### src/rtl/vga_pkg.sv
// Shared defaults, write-entry type and grant encoding for the VGA
// frame-buffer arbiter.
package vga_pkg;

  localparam int VGA_ADDR_WIDTH = 15;
  localparam int VGA_DATA_WIDTH = 8;

  typedef struct packed {
    logic [VGA_ADDR_WIDTH-1:0] addr;
    logic [VGA_DATA_WIDTH-1:0] data;
  } vga_wr_t;

  typedef enum logic [1:0] {
    GNT_IDLE  = 2'd0,
    GNT_READ  = 2'd1,
    GNT_WRITE = 2'd2
  } vga_gnt_e;

  // Display reads always win; buffered writes only fill otherwise idle slots.
  function automatic vga_gnt_e gnt_select(input logic req, input logic buf_empty);
    if (req) begin
      return GNT_READ;
    end else if (!buf_empty) begin
      return GNT_WRITE;
    end
    return GNT_IDLE;
  endfunction

endpackage

### src/rtl/vga_wr_fifo.sv
// Synchronous write buffer. Pointers carry one extra wrap bit so that
// full and empty are distinguished without an occupancy counter.
module vga_wr_fifo
  import vga_pkg::*;
#(
  parameter int DEPTH = 4,
  parameter int WIDTH = $bits(vga_wr_t)
) (
  input  logic             CLK,
  input  logic             resetn,
  input  logic             push,
  input  logic [WIDTH-1:0] push_data,
  input  logic             pop,
  output logic [WIDTH-1:0] pop_data,
  output logic             full,
  output logic             empty
);

  localparam int AW = $clog2(DEPTH);
  localparam int PW = AW + 1;

  logic [WIDTH-1:0] mem [DEPTH];
  logic [PW-1:0]    wr_ptr;
  logic [PW-1:0]    rd_ptr;
  logic             do_push;
  logic             do_pop;

  assign empty    = (wr_ptr == rd_ptr);
  assign full     = (wr_ptr[AW] != rd_ptr[AW]) && (wr_ptr[AW-1:0] == rd_ptr[AW-1:0]);
  assign do_push  = push && !full;
  assign do_pop   = pop && !empty;
  assign pop_data = mem[rd_ptr[AW-1:0]];

  always_ff @(posedge CLK) begin
    if (do_push) begin
      mem[wr_ptr[AW-1:0]] <= push_data;
    end
  end

  always_ff @(posedge CLK or negedge resetn) begin
    if (!resetn) begin
      wr_ptr <= '0;
      rd_ptr <= '0;
    end else begin
      if (do_push) begin
        wr_ptr <= wr_ptr + PW'(1);
      end
      if (do_pop) begin
        rd_ptr <= rd_ptr + PW'(1);
      end
    end
  end

endmodule

### src/rtl/vga_fbuf_arbiter.sv
// Single-port frame-buffer arbiter: display reads with fixed priority and a
// three-cycle return path; AHB pixel writes buffered and drained into idle slots.
module vga_fbuf_arbiter
  import vga_pkg::*;
#(
  parameter int ADDR_WIDTH   = VGA_ADDR_WIDTH,
  parameter int DATA_WIDTH   = VGA_DATA_WIDTH,
  parameter int FIFO_DEPTH   = 4,
  parameter int STARVE_LIMIT = 64
) (
  input  logic                  CLK,
  input  logic                  resetn,
  input  logic                  disp_req,
  input  logic [ADDR_WIDTH-1:0] disp_addr,
  output logic [DATA_WIDTH-1:0] disp_data,
  output logic                  disp_rvalid,
  input  logic                  wr_valid,
  output logic                  wr_ready,
  input  logic [ADDR_WIDTH-1:0] wr_addr,
  input  logic [DATA_WIDTH-1:0] wr_data,
  output logic                  mem_cs,
  output logic                  mem_we,
  output logic [ADDR_WIDTH-1:0] mem_addr,
  output logic [DATA_WIDTH-1:0] mem_wdata,
  input  logic [DATA_WIDTH-1:0] mem_rdata,
  output logic                  fifo_empty,
  output logic                  err_starve,
  input  logic                  err_clr
);

  localparam int ENTRY_W = ADDR_WIDTH + DATA_WIDTH;
  localparam int CNT_W   = $clog2(STARVE_LIMIT + 1);

  typedef struct packed {
    logic [ADDR_WIDTH-1:0] addr;
    logic [DATA_WIDTH-1:0] data;
  } wr_entry_t;

  vga_gnt_e         gnt;
  wr_entry_t        push_entry;
  wr_entry_t        head_entry;
  logic             fifo_full;
  logic             fifo_push;
  logic             fifo_pop;
  logic             rd_issued;
  logic             rd_returning;
  logic [CNT_W-1:0] starve_cnt;
  logic             starve_hit;

  // Handshake: a pixel transfers on a rising CLK edge where wr_valid && wr_ready;
  // wr_ready depends only on buffer fullness, never on wr_valid or on a same-cycle pop.
  assign wr_ready   = !fifo_full;
  assign fifo_push  = wr_valid && !fifo_full;
  assign push_entry = {wr_addr, wr_data};

  always_comb begin
    gnt = gnt_select(disp_req, fifo_empty);
  end

  assign fifo_pop = (gnt == GNT_WRITE);

  vga_wr_fifo #(
    .DEPTH (FIFO_DEPTH),
    .WIDTH (ENTRY_W)
  ) u_wr_fifo (
    .CLK       (CLK),
    .resetn    (resetn),
    .push      (fifo_push),
    .push_data (push_entry),
    .pop       (fifo_pop),
    .pop_data  (head_entry),
    .full      (fifo_full),
    .empty     (fifo_empty)
  );

  // RAM strobe register; address and write data hold when the slot is idle.
  always_ff @(posedge CLK or negedge resetn) begin
    if (!resetn) begin
      mem_cs    <= 1'b0;
      mem_we    <= 1'b0;
      mem_addr  <= '0;
      mem_wdata <= '0;
    end else begin
      mem_cs <= (gnt != GNT_IDLE);
      mem_we <= (gnt == GNT_WRITE);
      case (gnt)
        GNT_READ: begin
          mem_addr <= disp_addr;
        end
        GNT_WRITE: begin
          mem_addr  <= head_entry.addr;
          mem_wdata <= head_entry.data;
        end
        default: begin
        end
      endcase
    end
  end

  // Read return: strobe cycle -> RAM data cycle -> registered to the display.
  assign rd_issued = mem_cs && !mem_we;

  always_ff @(posedge CLK or negedge resetn) begin
    if (!resetn) begin
      rd_returning <= 1'b0;
      disp_rvalid  <= 1'b0;
      disp_data    <= '0;
    end else begin
      rd_returning <= rd_issued;
      disp_rvalid  <= rd_returning;
      if (rd_returning) begin
        disp_data <= mem_rdata;
      end
    end
  end

  // A non-empty buffer that is not popping is necessarily blocked by a read.
  assign starve_hit = (starve_cnt == CNT_W'(STARVE_LIMIT));

  always_ff @(posedge CLK or negedge resetn) begin
    if (!resetn) begin
      starve_cnt <= '0;
    end else if (fifo_pop || fifo_empty) begin
      starve_cnt <= '0;
    end else if (disp_req && !starve_hit) begin
      starve_cnt <= starve_cnt + CNT_W'(1);
    end
  end

  always_ff @(posedge CLK or negedge resetn) begin
    if (!resetn) begin
      err_starve <= 1'b0;
    end else if (starve_hit) begin
      err_starve <= 1'b1;
    end else if (err_clr) begin
      err_starve <= 1'b0;
    end
  end

endmodule

### config.mk
export PLATFORM = sky130hd
export DESIGN_NAME = vga_fbuf_arbiter
export DESIGN_NICKNAME = d
export VERILOG_FILES = /design/src/rtl/vga_pkg.sv /design/src/rtl/vga_wr_fifo.sv /design/src/rtl/vga_fbuf_arbiter.sv
export SDC_FILE = /design/constraint.sdc
export NUM_CORES = 1
export LEC_CHECK = 0
export BUFFER_PORTS_ARGS = -buffer_cell sky130_fd_sc_hd__clkbuf_2
export CAP_MARGIN = 5
export CORE_ASPECT_RATIO = 0.9
export CORE_UTILIZATION = 45
export DETAILED_ROUTE_END_ITERATION = 8
export PLACE_DENSITY_LB_ADDON = 0.25
export SYNTH_ARGS = -nofsm -noshare
export SYNTH_HDL_FRONTEND = slang
export SYNTH_SLANG_ARGS = --single-unit
### constraint.sdc
create_clock -name CLK -period 5.55 [get_ports CLK]
set_input_delay 1.11 -clock CLK [delete_from_list [all_inputs] [get_ports CLK]]
set_output_delay 1.11 -clock CLK [all_outputs]
set_load 0.01 [all_outputs]
==> results of run 1 <==
## power by group through the flow
stage | combinational, mW | sequential, mW | clock, mW
6_report | 1.34 | 1.68 | 1.11
5_1_grt | 1.46 | 1.72 | 1.17
4_1_cts | 1.35 | 1.69 | 1.13
3_5_place_dp | 1.35 | 1.70 | 0
3_3_place_gp | 1.32 | 1.69 | 0
2_1_floorplan | 0.935 | 1.66 | 0
## cell usage in the layout, fill, tap and decap left out, drive strengths merged, types with 4 or more instances in the layout
master,count
buf,5
a21oi,18
nand3,4
mux2,18
xor2,9
mux4,23
inv,12
nor2b,16
nand2,4
clkbuf,105
clkinv,4
a41oi,15
o21ai,5
o31ai,16
edfxtp,92
dfrtp,49
xnor2,4
ha,7
## flip-flops by register name (all words and copies together) (netlist names), 3 cells and up
| register | cells |
|---|---|
| u_wr_fifo.mem | 92 |
| mem_addr | 15 |
| disp_data | 8 |
| mem_wdata | 8 |
| starve_cnt | 7 |
| u_wr_fifo.rd_ptr | 3 |
| u_wr_fifo.wr_ptr | 3 |
## area by class of cell
class / count / area, sq um
clock buffer: 18 / 429
multi-input combinational: 158 / 1640
tap: 160 / 200
inverter: 6 / 22.5
timing repair buffer: 92 / 473
fill: 946 / 5310
clock inverter: 14 / 154
sequential: 141 / 3990
## logic make-up (layout without fill, tap and decap cells)
logic type      count (synthesis)  count (layout)  synth area share
compound gates                 59              59            0.0726
xor+xnor                       13              13            0.0317
fa+ha+maj                       7               7            0.0153
buf+inv                        24             130            0.0184
flops                         141             141             0.698
mux                            41              41             0.127
simple gates                   38              38            0.0376
## path summary, 6_finish.rpt
path | startpoint | end | slack (ps) | depth (start not counted)
worst min register to register | mem_we | rd_returning | 420 | 1
worst max-delay path | u_wr_fifo.rd_ptr[0] | fifo_empty | 1860 | 3
min in group asynchronous | resetn | mem_wdata[3] | 810 | 2
worst max register to register | u_wr_fifo.rd_ptr[0] | u_wr_fifo.mem[1][15] | 2320 | 4
worst min-delay path | mem_we | rd_returning | 420 | 1
max in group asynchronous | resetn | u_wr_fifo.rd_ptr[0] | 4250 | 2
## per-stage QoR
| step | worst slack [ps] | cells |
|---|---|---|
| floorplan | 2700 | 323 |
| global placement | 2300 | 557 |
| detailed placement | 2290 | 557 |
| CTS | 1840 | 589 |
| global route | 1620 | 589 |
| finish | 1860 | 589 |
## layer usage
| metal | part of all wire | GRT usage | vias to the layer above |
|---|---|---|---|
| li1 | - | - | 1470 |
| met1 | 0.44 | 0.230 | 1636 |
| met2 | 0.49 | 0.298 | 87 |
| met3 | 0.048 | 0.0539 | 17 |
| met4 | 0.014 | 0.0705 | 0 |
| met5 | 0 | 0 | - |
==> metrics.cfg, run 1 <==
[power]
clkPwrFrac = 0.268
power.density_mw_per_mm2 = 597
combPwrFrac = 0.325
p_leak_nw = 2.61
power_frac_seq = 0.407
p_sw_mw = 1.44
ir_drop_v = 0.000339
p_int_mw = 2.69
power_mw = 4.13
swShare = 0.348

[timing]
hold_ws_ps = 421
final_max_slew_viol_count = 0
rsz0062_at_grt = no
finalCriticalPeriod_ps = 3690
finalSetupViolCount = 0
tightestPinTransition_ps = 998
clock.fmax_ghz = 0.271
setup_tns_ps = 0
period_share = 0.665
finClkSkew_ps = 15.9
timing.slew.headroom = 0.334
hold_viol = 0

[critical_path]
critPathRequiredTime_ps = 4440
cp-end-kind = primary output
cp_max_fo = 27
arrival_ps = 2580
path_buf_inv = 1
worstSetupStartpointType = register
crit_family = flip-flops
crit_type = register to primary output
critical_path.slowest_cell = dfrtp_2
cp_slowest_stage_delay_ps = 1010
crit_chain = xor2_2 -> nor3_1 -> clkbuf_2

[clocking]
htree_num_levels = 4
cts_setup_buffers = 0
cts_root_buffer = clkbuf_16
cts.sinks = 141
cts.path.max_buffers = 2
clk_latency_ps = 420
cts_tree = built
cts-hold-fix-buffers = 0
cts_inserted_buffers = 17
ctsResizeCount = 0
clkTransAtPathRegs_ps = 50

[logic_synthesis]
ys_seq_area_frac = 0.698
synthCells = 323
ys_ff_latch = 141
synth_ff_type = edfxtp_1
synth_cell_type_count = 36
yosys-top-cells-area = edfxtp_1 (48%), dfrtp_1 (21%), mux4_2 (9.1%)
avgSynthCellArea_sq_um = 17.7
yosys.area.top_type_share = 0.483
yosys.area.top_type = edfxtp_1
synth-async-reset-ratio = 0.348
syn_area_sq_mm = 0.00572
synth-warning-count = 0
synth_enable_flop_cells = 92
netlist_top_cells_count = edfxtp_1 (92), dfrtp_1 (49), mux4_2 (23), a21oi_1 (18), nor2b_1 (16)
synth.most_common_cell = edfxtp_1
synth_nets = 381

[grt]
grt_max_degree = 50
overflow = 0
grt_first_pass_wirelength_microns = 17300
antenna_found_initial = 0
track_usage = 0.182
first_global_vias = 3294

[floorplanning]
start_util = 0.468
dieArea_sq_mm = 0.0132
io_pins = 88
die_h_microns = 109
row_count = 38
fp.coreArea_sq_mm = 0.0122
dieWidth_microns = 121

[job]
max-cap-violations = 0

[finish]
fin_area_sq_mm = 0.00691
fin_nets = 474
fin_util = 0.565
diodes = 0
drive_gt1_frac = 0.394
syn2layout_area_growth_pct = 20.8

[place]
place_area_sq_mm = 0.00632
portBuffers = 87
finalWeightedCongestion = 0.730
dp_hpwl_microns = 7100

[routing]
detail_route.first_pass.iterations = 5
via_per_inst = 5.45
remaining_drc_errors = 0
vias = 3210
wl_microns = 11000
drtIter0Drc = 140
ant_nets = 0
routedWlPerCell_microns = 18.7

[worst_hold_path]
min_path_type = register to register

[outcome]
status = finished, final reports clean

(Power assumes the default switching activity.)
==> run 2: changes to the inputs <==
--- a/config.mk
+++ b/config.mk
@@ -5,6 +5,7 @@
 export SDC_FILE = /design/constraint.sdc
 export NUM_CORES = 1
 export LEC_CHECK = 0
+export ABC_AREA = 1
 export BUFFER_PORTS_ARGS = -buffer_cell sky130_fd_sc_hd__clkbuf_2
 export CAP_MARGIN = 5
 export CORE_ASPECT_RATIO = 0.9
==> constraint.sdc (replaced) <==
create_clock -name CLK -period 3 [get_ports CLK]
set_input_delay 0.6 -clock CLK [delete_from_list [all_inputs] [get_ports CLK]]
set_output_delay 0.6 -clock CLK [all_outputs]
set_load 0.01 [all_outputs]
==> metrics.cfg, run 2 <==
[outcome]
status = finished, final reports clean

[finish]
fin_cells = 825  ; +40%
final_cell_mix = nand2_1 (158), edfxtp_1 (92), clkbuf_2 (87)
fin_util = 0.555  ; -0.0107
mostFrequentLayoutCell = nand2_1
drive_gt1_frac = 0.224  ; -0.170
largest_reg_flops = 92  ; unchanged
fin_nets = 705  ; +49%
syn2layout_area_growth_pct = 19.5

[logic_synthesis]
avgSynthCellArea_sq_um = 10.7  ; -40%
synth_nets = 612  ; +61%
synth.most_common_cell = nand2_1
syn_area_sq_mm = 0.00591  ; +3.3%
yosys.area.top_type = edfxtp_1
synth_enable_flop_cells = 92  ; unchanged
synth-warning-count = 0  ; unchanged
ys_ff_latch = 141  ; unchanged
synth_cell_type_count = 25  ; -31%
synth_ff_type = edfxtp_1
synth-async-reset-ratio = 0.348  ; unchanged
synthCells = 554  ; +72%
netlist_top_cells_count = nand2_1 (158), edfxtp_1 (92), inv_1 (69), nand3_1 (66), dfrtp_1 (49)
yosys-top-cells-area = edfxtp_1 (47%), dfrtp_1 (21%), nand2_1 (10%)
yosys.area.top_type_share = 0.467  ; -0.0157
ys_seq_area_frac = 0.675  ; -0.0226

[timing]
final_max_slew_viol_count = 0  ; unchanged
rsz0062_at_grt = no
timing.slew.headroom = 0.579  ; +0.244
finalCriticalPeriod_ps = 2260
finClkSkew_ps = 8.48  ; -7.42 ps
setup_tns_ps = 0  ; unchanged
tightestPinTransition_ps = 632  ; -367 ps
hold_viol = 0  ; unchanged
hold_ws_ps = 289  ; -132 ps
period_share = 0.754
clock.fmax_ghz = 0.442
finalSetupViolCount = 0  ; unchanged

[critical_path]
r2r_cells = 7  ; +3
arrival_ps = 1660  ; -920 ps
critPathRequiredTime_ps = 2400  ; -2040 ps
crit_chain = buf_4 -> nand2_1 -> nand2_1 -> nand4_1 -> clkbuf_2
path_buf_inv = 2  ; +1
crit_family = buffers and inverters
crit_top_cell = nand2_1
crit_type = register to primary output
timing.rr.start = u_wr_fifo.rd_ptr[0]
r2r_setup_slack_ps = 840  ; -1480 ps
worstSetupStartpointType = register
critical_path.slowest_cell = dfrtp_1
reg2reg_to = u_wr_fifo.mem[0][9]
cp_max_fo = 21  ; -22%
cp_slowest_stage_delay_ps = 380  ; -630 ps
cp-end-kind = primary output

[power]
combPwrFrac = 0.305  ; -0.020
p_int_mw = 4.56  ; +70%
p_sw_mw = 2.41  ; +68%
p_leak_nw = 3.25  ; +24%
clkPwrFrac = 0.281  ; +0.013
power_mw = 6.97  ; +69%
ir_drop_v = 0.000490  ; +45%
swShare = 0.346  ; -0.00201
power.density_mw_per_mm2 = 987  ; +65%
power_frac_seq = 0.414  ; +0.007

[routing]
wl_microns = 12300  ; +11%
vias = 4017  ; +25%
routedWlPerCell_microns = 14.9  ; -21%
remaining_drc_errors = 0  ; unchanged
drtIter0Drc = 206  ; +47%
ant_nets = 0  ; unchanged
detail_route.first_pass.iterations = 4  ; -1
via_per_inst = 4.87  ; -11%

[clocking]
cts_root_buffer = clkbuf_16
cts_tree = built
clkTransAtPathRegs_ps = 50  ; about the same
cts_inserted_buffers = 17  ; unchanged
clk_latency_ps = 420  ; about the same
cts.sinks = 141  ; unchanged
cts.path.max_buffers = 2  ; unchanged
htree_num_levels = 4  ; unchanged
cts-hold-fix-buffers = 0  ; unchanged
ctsResizeCount = 0  ; unchanged
cts_setup_buffers = 0  ; unchanged

[floorplanning]
start_util = 0.464  ; -0.00396
io_pins = 88  ; unchanged
die_h_microns = 111  ; +1.6%
row_count = 39  ; +2.6%
dieWidth_microns = 123  ; +1.6%
dieArea_sq_mm = 0.0136  ; +3.3%
fp.coreArea_sq_mm = 0.0127  ; +4.2%

[grt]
track_usage = 0.200  ; +0.0181
antenna_found_initial = 1  ; +1
grt_first_pass_wirelength_microns = 20200  ; +16%
first_global_vias = 4115  ; +25%
overflow = 0  ; unchanged
grt_max_degree = 50  ; unchanged

[worst_hold_path]
min_path_type = input pin to async pin

[place]
dp_hpwl_microns = 7770  ; +9.4%
portBuffers = 87  ; unchanged
placed_cells = 792  ; +42%
finalWeightedCongestion = 0.737  ; +0.95%

[job]
max-cap-violations = 0  ; unchanged

## run 2: changes by cell type in the layout (fill, tap and decap cells not counted), sizes merged, moves of 23 or more
cell / before / now
inv: 12 / 72
nor2: 3 / 34
nand2: 4 / 160
mux4: 23 / 0
nand3: 4 / 67
## run 2: power groups by stage
stage               clock, mW  sequential [mW]  combinational, mW
CTS                      2.01             2.89               2.16
global placement            0             2.90               2.08
global route             2.08             2.95               2.43
detailed placement          0             2.93               2.15
floorplan                   0             2.97               1.39
finish                   1.96             2.89               2.13
## run 2: layout make-up
class	count	area [sq um]
flip-flops and latches	141	3990
clock inverters	9	88.8
multi-input cells	317	1520
well taps	164	205
fillers	1096	5670
repair buffers	98	518
inverters	72	275
diodes	1	2.50
clock buffers	23	468
## run 2: through the flow
step	area (sq um)	setup slack, ps
2_1_floorplan	5910	572
3_3_place_gp	6500	950
3_5_place_dp	6500	817
4_1_cts	7060	709
5_1_grt	7060	547
6_report	7060	738
## run 2: cell families (layout without fill, tap and decap cells)
| logic type | Yosys count | after routing | synth area share |
|---|---|---|---|
| simple gates | 268 | 268 | 0.192 |
| flops | 141 | 141 | 0.675 |
| buf+inv | 96 | 202 | 0.0699 |
| compound gates | 30 | 30 | 0.0271 |
| mux | 8 | 8 | 0.0152 |
| fa+ha+maj | 7 | 7 | 0.0148 |
| xor+xnor | 4 | 4 | 0.00593 |
| other cells | 0 | 1 | 0 |
## run 2: worst max path at each step
stage               cells after the start                start                   end  slack (ps)
global route                            5  u_wr_fifo.rd_ptr[0]              wr_ready         550
floorplan                               6  u_wr_fifo.wr_ptr[0]   u_wr_fifo.mem[0][0]         570
finish                                  5  u_wr_fifo.rd_ptr[0]              wr_ready         740
global placement                        7  u_wr_fifo.rd_ptr[0]  u_wr_fifo.mem[0][13]         950
detailed placement                      7  u_wr_fifo.rd_ptr[0]  u_wr_fifo.mem[0][13]         820
CTS                                     5  u_wr_fifo.rd_ptr[0]              wr_ready         710
## run 2: per-layer routing
layer | wire length, microns | vias up | GRT usage
met1 | 5330 | 1895 | 0.254
met4 | 116 | 0 | 0.0813
met2 | 6010 | 117 | 0.322
met5 | 0 | - | 0
li1 | - | 1995 | -
met3 | 813 | 10 | 0.0550
==> run 3: changes to the inputs <==
--- a/config.mk
+++ b/config.mk
@@ -5,7 +5,7 @@
 export SDC_FILE = /design/constraint.sdc
 export NUM_CORES = 1
 export LEC_CHECK = 0
-export ABC_AREA = 1
+export ABC_AREA = 0
 export BUFFER_PORTS_ARGS = -buffer_cell sky130_fd_sc_hd__clkbuf_2
 export CAP_MARGIN = 5
 export CORE_ASPECT_RATIO = 0.9
==> constraint.sdc (replaced) <==
create_clock -name CLK -period 1.85 [get_ports CLK]
set_input_delay 0.37 -clock CLK [delete_from_list [all_inputs] [get_ports CLK]]
set_output_delay 0.37 -clock CLK [all_outputs]
set_load 0.01 [all_outputs]
==> metrics.cfg, run 3 (synthesis results as in run 1) <==
[outcome]
status = complete, but fails checks
violations = negative setup slack

[finish]
fin_cells = 625  ; -24%
drive_gt1_frac = 0.447  ; +0.223
fin_area_sq_mm = 0.00735  ; +4.1%
fill_cells = 917  ; -16%
final_cell_mix = edfxtp_1 (92), clkbuf_2 (86), dfrtp_1 (48)
multi_input_area_sq_mm = 0.00167  ; +10%
mostFrequentLayoutCell = edfxtp_1
largest_reg_flops = 92  ; unchanged
fin_util = 0.602  ; +0.0472
regArea_sq_mm = 0.00399  ; about the same
syn2layout_area_growth_pct = 28.6
fin_nets = 510  ; -28%
diodes = 0  ; -1

[critical_path]
crit_type = register to primary output
r2r_setup_slack_ps = 90  ; -750 ps
r2r_cells = 6  ; -1
critical_path.slowest_cell = dfrtp_1
reg2reg_to = mem_wdata[4]
path_buf_inv = 3  ; +1
crit_chain = buf_4 -> xor2_4 -> buf_6 -> nand3_2 -> clkbuf_2
arrival_ps = 1520  ; -140 ps
worstSetupStartpointType = register
cp.depth = 5  ; unchanged
timing.rr.start = u_wr_fifo.wr_ptr[0]
crit_family = buffers and inverters
cp-end-kind = primary output
critPathRequiredTime_ps = 1480  ; -920 ps
cp_max_fo = 4  ; -81%
cp_slowest_stage_delay_ps = 380  ; about the same

[routing]
routedWlPerCell_microns = 18.5  ; +24%
ant_nets = 0  ; unchanged
detail_route.first_pass.iterations = 4  ; unchanged
wl_microns = 11500  ; -6.0%
drtIter0Drc = 271  ; +32%
via_per_inst = 5.32  ; +9.3%
remaining_drc_errors = 0  ; unchanged
vias = 3327  ; -17%

[floorplanning]
dieWidth_microns = 121  ; -1.6%
dieArea_sq_mm = 0.0132  ; -3.2%
fp.coreArea_sq_mm = 0.0122  ; -4.1%
die_h_microns = 109  ; -1.6%
io_pins = 88  ; unchanged
row_count = 38  ; -2.6%
start_util = 0.468  ; +0.00396

[timing]
tightestPinTransition_ps = 530  ; -102 ps
finClkSkew_ps = 8.83  ; +0.354 ps
hold_ws_ps = 158  ; -131 ps
clock.fmax_ghz = 0.528
timing.slew.headroom = 0.644  ; +0.0657
finalCriticalPeriod_ps = 1890
period_share = 1.02
fin_ws_ps = -43.7  ; -781 ps
hold_viol = 0  ; unchanged
finalSetupViolCount = 2  ; +2
setup_tns_ps = -68.8  ; -68.8 ps
rsz0062_at_grt = yes
final_max_slew_viol_count = 0  ; unchanged

[grt]
overflow = 0  ; unchanged
antenna_found_initial = 0  ; -1
grt_max_degree = 50  ; unchanged
first_global_vias = 3401  ; -17%
track_usage = 0.196  ; -0.00405
grt_first_pass_wirelength_microns = 18400  ; -8.8%

[place]
placed_cells = 573  ; -28%
place_ws_ps = 68.9  ; -748 ps
place_area_sq_mm = 0.00649  ; -0.29%
portBuffers = 87  ; unchanged
dp_hpwl_microns = 7100  ; -8.6%
finalWeightedCongestion = 0.732  ; -0.67%

[clocking]
cts_inserted_buffers = 17  ; unchanged
htree_num_levels = 4  ; unchanged
clkTransAtPathRegs_ps = 60  ; about the same
cts_tree = built
cts_root_buffer = clkbuf_16
cts.path.max_buffers = 2  ; unchanged
clk_latency_ps = 420  ; about the same
cts.sinks = 141  ; unchanged

[worst_hold_path]
worstHoldStart = err_clr
worstHoldEndpoint = err_starve
min_path_cells = 2
min_path_type = input pin to register

[power]
power.density_mw_per_mm2 = 1880  ; +91%
p_leak_nw = 2.86  ; -12%
ir_drop_v = 0.000876  ; +79%
power_mw = 13.8  ; +98%

[job]
max-cap-violations = 0  ; unchanged

## run 3: per-layer routing
| layer | GRT usage | wire length [microns] | vias up |
|---|---|---|---|
| met3 | 0.0701 | 645 | 11 |
| met4 | 0.0635 | 181 | 0 |
| met1 | 0.249 | 4860 | 1680 |
| met5 | 0 | 0 | - |
| li1 | - | - | 1541 |
| met2 | 0.316 | 5850 | 95 |
## run 3: cell type report
class	count	area share
Tap cell	160	0.0272
Sequential cell	141	0.543
Inverter	6	0.00306
Clock buffer	22	0.0646
Multi-Input combinational cell	158	0.228
Timing Repair Buffer	128	0.116
Clock inverter	10	0.0189
## run 3: how the worst max path moves through the flow
stage                                   start                    to  slack (ps)
final                     u_wr_fifo.wr_ptr[2]              wr_ready         -40
after global routing      u_wr_fifo.wr_ptr[2]              wr_ready        -110
after CTS                 u_wr_fifo.rd_ptr[2]              wr_ready         -50
after detailed placement  u_wr_fifo.wr_ptr[1]  u_wr_fifo.mem[1][14]          70
after global placement    u_wr_fifo.rd_ptr[0]          mem_wdata[7]         110
after floorplan           u_wr_fifo.rd_ptr[1]   u_wr_fifo.mem[0][0]         -30
## run 3: timing repair
| action | 4_1_cts | 5_1_grt |
|---|---|---|
| resized for setup | 12 | 8 |
| endpoints found under the hold margin | 49 | 0 |
| endpoints found under the setup margin | 2 | 79 |
| pin swaps | 5 | 2 |
| setup buffers | 15 | 3 |
| cloned | 1 | 0 |
| hold buffers | 1 | 0 |
## run 3: worst reg2reg max path, cell delays in order (launching register included)
cell and delay [ps]:
dfrtp_1 410, buf_4 180, xnor2_4 140, buf_4 160
a31oi_2 230, buf_6 180, mux2_1 340
## run 3: power breakdown
part           total (mW)  internal (mW)  switching [mW]
Sequential           4.79           4.37           0.421
Clock                3.47           2.23            1.24
Combinational        5.57           2.69            2.88
